[config.mk]
export PLATFORM = sky130hd
export DESIGN_NAME = seq_scan_ctrl
export DESIGN_NICKNAME = d
export VERILOG_FILES = /design/src/rtl/seq_scan_ctrl.sv
export SDC_FILE = /design/constraint.sdc
export NUM_CORES = 1
export LEC_CHECK = 0
export BUFFER_PORTS_ARGS = -buffer_cell sky130_fd_sc_hd__buf_2
export CAP_MARGIN = 20
export CORE_ASPECT_RATIO = 0.5
export CORE_UTILIZATION = 25
export CTS_CLUSTER_DIAMETER = 50
export CTS_CLUSTER_SIZE = 40
export DETAILED_ROUTE_END_ITERATION = 16
export PLACE_DENSITY = 0.48
export SLEW_MARGIN = 20
export SYNTH_ARGS = -nofsm -noshare
export SYNTH_HDL_FRONTEND = slang
export SYNTH_SLANG_ARGS = --single-unit
[constraint.sdc]
create_clock -name clk -period 1.7 [get_ports clk]
set_input_delay 0.085 -clock clk [delete_from_list [all_inputs] [get_ports clk]]
set_output_delay 0.085 -clock clk [all_outputs]
set_load 0.03 [all_outputs]
[src/rtl/seq_scan_ctrl.sv]
// Serial scan controller: shifts a captured word MSB-first into an external
// 11101 Mealy detector and records hit count and first hit position.
module seq_scan_ctrl #(
  parameter int WIDTH = 16,
  parameter int CNT_W = 5,
  localparam int POS_W = $clog2(WIDTH)
) (
  input  logic             clk,
  input  logic             rst,
  input  logic             start,
  input  logic             abort,
  input  logic [WIDTH-1:0] data_in,
  input  logic             det_hit,
  output logic             det_rst,
  output logic             det_in,
  output logic             busy,
  output logic             done,
  output logic [CNT_W-1:0] hit_count,
  output logic             hit_valid,
  output logic [POS_W-1:0] first_pos
);

  // state   | meaning
  // S_IDLE  | waiting for start; results from last scan held
  // S_CLEAR | one-cycle synchronous clear of the detector
  // S_SHIFT | one data bit per cycle into the detector, hits counted
  // S_DONE  | one-cycle completion pulse
  typedef enum logic [1:0] {
    S_IDLE  = 2'b00,
    S_CLEAR = 2'b01,
    S_SHIFT = 2'b10,
    S_DONE  = 2'b11
  } state_t;

  localparam logic [POS_W-1:0] LAST_IDX = POS_W'(WIDTH - 1);
  localparam logic [CNT_W-1:0] CNT_MAX  = {CNT_W{1'b1}};

  state_t           state, state_nxt;
  logic [WIDTH-1:0] shift_reg;
  logic [POS_W-1:0] bit_idx;
  logic             load;
  logic             shift_en;
  logic             det_rst_fsm;

  always_ff @(posedge clk or negedge rst) begin
    if (!rst) begin
      state <= S_IDLE;
    end else begin
      state <= state_nxt;
    end
  end

  always_comb begin
    state_nxt   = state;
    busy        = 1'b0;
    done        = 1'b0;
    det_in      = 1'b0;
    det_rst_fsm = 1'b0;
    load        = 1'b0;
    shift_en    = 1'b0;
    case (state)
      S_IDLE: begin
        // abort has priority over a simultaneous start
        if (start && !abort) begin
          load      = 1'b1;
          state_nxt = S_CLEAR;
        end
      end
      S_CLEAR: begin
        busy        = 1'b1;
        det_rst_fsm = 1'b1;
        state_nxt   = abort ? S_IDLE : S_SHIFT;
      end
      S_SHIFT: begin
        busy   = 1'b1;
        det_in = shift_reg[WIDTH-1];
        if (abort) begin
          det_rst_fsm = 1'b1;
          state_nxt   = S_IDLE;
        end else begin
          shift_en = 1'b1;
          if (bit_idx == LAST_IDX) begin
            state_nxt = S_DONE;
          end
        end
      end
      S_DONE: begin
        done      = 1'b1;
        state_nxt = S_IDLE;
      end
      default: begin
        state_nxt = S_IDLE;
      end
    endcase
  end

  // Detector is held in clear for as long as the controller is in reset.
  assign det_rst = !rst || det_rst_fsm;

  always_ff @(posedge clk or negedge rst) begin
    if (!rst) begin
      shift_reg <= '0;
      bit_idx   <= '0;
    end else if (load) begin
      shift_reg <= data_in;
      bit_idx   <= '0;
    end else if (shift_en) begin
      shift_reg <= shift_reg << 1;
      bit_idx   <= bit_idx + 1'b1;
    end
  end

  // Hit results are only touched on a new start or a non-aborted shift, so
  // they hold partial values after an abort and final values after done.
  always_ff @(posedge clk or negedge rst) begin
    if (!rst) begin
      hit_count <= '0;
      hit_valid <= 1'b0;
      first_pos <= '0;
    end else if (load) begin
      hit_count <= '0;
      hit_valid <= 1'b0;
      first_pos <= '0;
    end else if (shift_en && det_hit) begin
      if (hit_count != CNT_MAX) begin
        hit_count <= hit_count + 1'b1;
      end
      if (!hit_valid) begin
        hit_valid <= 1'b1;
        first_pos <= bit_idx;
      end
    end
  end

endmodule
==> impl_metrics.toml <==
[power]
leakage_nw = 1.028
p_total_w = 0.003180
p_per_area_mw_per_mm2 = 1497
vdd_drop_max_mv = 0.4104

[clocking]
cts_buffer_depth = 2
clkTransAtPathRegs_ns = 0.05
htreeDepth = 2
postCtsSetupBuffers = 0
worstSkewPairLatency_ns = 0.27
cts_tree = "built"
clkSinkCount = 32
cts-root-buf = "clkbuf_16"
cts_inserted_buffers = 5

[yosys]
syn_area_per_cell_um2 = 9.318
synth_flop_cell = "dfrtp_1"
synth_top_family_by_area = "simple AND/OR/NAND/NOR gates"
synth_nets = 199
synthMuxAreaShare_pct = 5.687
synthArstFlopShare_pct = 100.0
synthCells = 170
netlist_top_cells_count = "37 x nand2_1, 32 x dfrtp_1, 26 x nor2_1"
synth_edf_count = 0
synth_area_mm2 = 0.001584
ys_top_cells_by_area = "dfrtp_1 51%, nand2_1 8.8%, ha_1 6.3%"
synth_simple_gate_area_share_pct = 22.20
synth_seq_area_share_pct = 50.55
yosysMostFrequentCell = "nand2_1"
synth_compound_area_share_pct = 9.479
netlist.area_leader.share_pct = 50.55
synthAdderAreaFrac_pct = 6.319
synth_cell_types = 26
yosysTopAreaCell = "dfrtp_1"
synth-seq-cells = 32
yosysWarnings = 0
synth_xor_xnor_area_share_pct = 1.659

[grt]
grt_pass1_wl_um = 5899
grt_use_total_pct = 11.48
grt_remaining_overflow = 0
grt_max_degree = 36
antenna_found_initial = 0
grt_pass1_vias = 1214

[route]
post_drt_wl_per_cell_um = 11.35
vias = 1320
drt-total-wl_um = 3417
wl_met1_um = 1737
wl_met2_um = 1581
wl_met3_um = 77
viasPerCell = 4.385
drt_drc_violations_left = 1
drtIter0Drc = 69
antenna_left = 0
top_layer = "met4"
dr.pass1.iters = 10

[timing]
fmax_mhz = 584.4
fin_crit_ns = 1.711
finClkSkew_ns = 0.002009
fin_ws_ns = -0.01111
timing.final.hold_violations = 0
setup_viol_count_final = 3
rsz0062_at_grt = "true"
fin_tns_setup_ns = -0.02502
tightestPinTransition_ns = 0.4160
slew_headroom_pct = 72.27
slew_viol_final = 0
fin_crit_sh_pct = 100.7

[placed_design]
place_area_mm2 = 0.001908
gp_congestion = 0.7207
numPortBuffers = 34
place_hpwl_um = 2420

[layout]
postLayoutCellArea_mm2 = 0.002125
antennaDiodeCount = 0
synthToLayoutAreaGrowth_pct = 34.12
largest_reg_flops = 16
drive_gt1_share_pct = 27.70
nNetsFinal = 242
fin_util_pct = 34.94

[floorplan]
core_area_mm2 = 0.006081
die_x_um = 114.6
io-pin-count = 35
initial_core_util_pct = 26.05
die_y_um = 58.29
dieArea_mm2 = 0.006678
rows = 20

[worst_setup_path]
rr_worst_depth = 7
r2r-start = "hit_count[1]$_DFFE_PN0P_"
cp-start-kind = "register"
crit_start = "hit_count[1]$_DFFE_PN0P_"
rrSetupSlack_ns = -0.01
cp_data_required_time_ns = 1.86
cp.arrival_ns = 1.87
crit_path_end_kind = "register"
path_max_fanout = 5
cp_cell_sequence = "ha_4 > and3_4 > ha_4 > nor4bb_4 > buf_4 > mux2i_1 > nor2_1"
critical_path.max_stage_delay_ns = 0.42
cp_slowest_cell = "dfrtp_2"
r2r-end = "hit_count[1]$_DFFE_PN0P_"
setup.worst_path.class = "register to register"
cp_common_cell = "ha_4"
endpoint = "hit_count[1]$_DFFE_PN0P_"

[hold_path]
hold_class = "input pin to register"

[run]
drv_cap = 0

[outcome]
violations = "design-rule violations, negative setup slack"
status = "finished, violations left"
cells by family (layout without fill, tap and decap cells):
group                      Yosys count  in the layout
AOI/OAI and AO/OA                   25             25
xor gates and xnor gates             3              3
adders and majority gates            8              8
buffers and inverters               13             56
DFF                                 32             32
muxes                                9              9
and+or+nand+nor                     80             80
metrics by stage:
| stage | worst slack (ns) | std cells | hold WS [ns] |
|---|---|---|---|
| global route | -0.09403 | 301 | 0.08512 |
| finish | -0.01111 | 301 | 0.08274 |
| CTS | -0.01279 | 301 | 0.07567 |
| global placement | 0.004571 | 292 | 0.2049 |
| floorplan | -0.08254 | 170 | -0.2106 |
| detailed placement | -0.02046 | 292 | 0.2056 |
layer usage:
layer / up-vias / global-route usage [%]
li1: 661 / -
met1: 644 / 15.34
met2: 13 / 17.84
met3: 2 / 3.138
met4: 0 / 4.453
met5: - / 0
worst min-delay path by stage:
stage | startpoint | cells past startpoint | to
global placement | rst | 2 | first_pos[0]$_DFFE_PN0P_
detailed placement | rst | 2 | hit_count[4]$_DFFE_PN0P_
CTS | data_in[6] | 3 | shift_reg[6]$_DFFE_PN0P_
finish | data_in[6] | 3 | shift_reg[6]$_DFFE_PN0P_
floorplan | rst | 0 | bit_idx[0]$_DFFE_PN0P_
global route | data_in[6] | 3 | shift_reg[6]$_DFFE_PN0P_
power by group:
| group | total, W | switching (W) | internal [W] |
|---|---|---|---|
| sequential | 0.00120 | 0.000169 | 0.00103 |
| combinational | 0.00106 | 0.000625 | 0.000438 |
| clock | 0.000914 | 0.000300 | 0.000613 |
| total | 0.00318 | 0.00109 | 0.00209 |
what timing repair did:
action                                  in CTS  in global routing
cloned                                       0                  0
pin swaps                                    2                  2
hold buffers                                 2                  0
endpoints found under the setup margin       4                 28
resized for setup                            2                  5
hold endpoints to repair                    33                  0
critical path, delay by kind of cell, from the launching register on:
family	cells	cell delay [ns]
buffers and inverters	1	0.19
and+or+nand+nor	3	0.50
DFF	1	0.42
adders and majority gates	2	0.32
muxes	1	0.18
cells in the final DEF, fill, tap and decap left out, types with 2 or more instances in the layout:
cell type and count:
a21oi_1 5, a31oi_1 15, buf_2 34, buf_4 9, clkbuf_16 5, clkbuf_8 2
dfrtp_1 30, dfrtp_2 2, dlygate4sd3_1 2, ha_1 5, ha_4 3, inv_1 3
mux2i_1 9, nand2_1 37, nand2b_1 4, nand3_1 3, nand3b_1 2, nor2_1 26
o21ai_0 2, xnor2_1 2
cell type report:
class	instances	area, µm²
clock buffer	7	152.6
inverter	3	11.26
sequential	32	803.3
timing repair buffer	46	269.0
fill	631	3956
tap	88	110.1
multi-input combinational	125	778.2
Power figures use the tool's default switching activity.
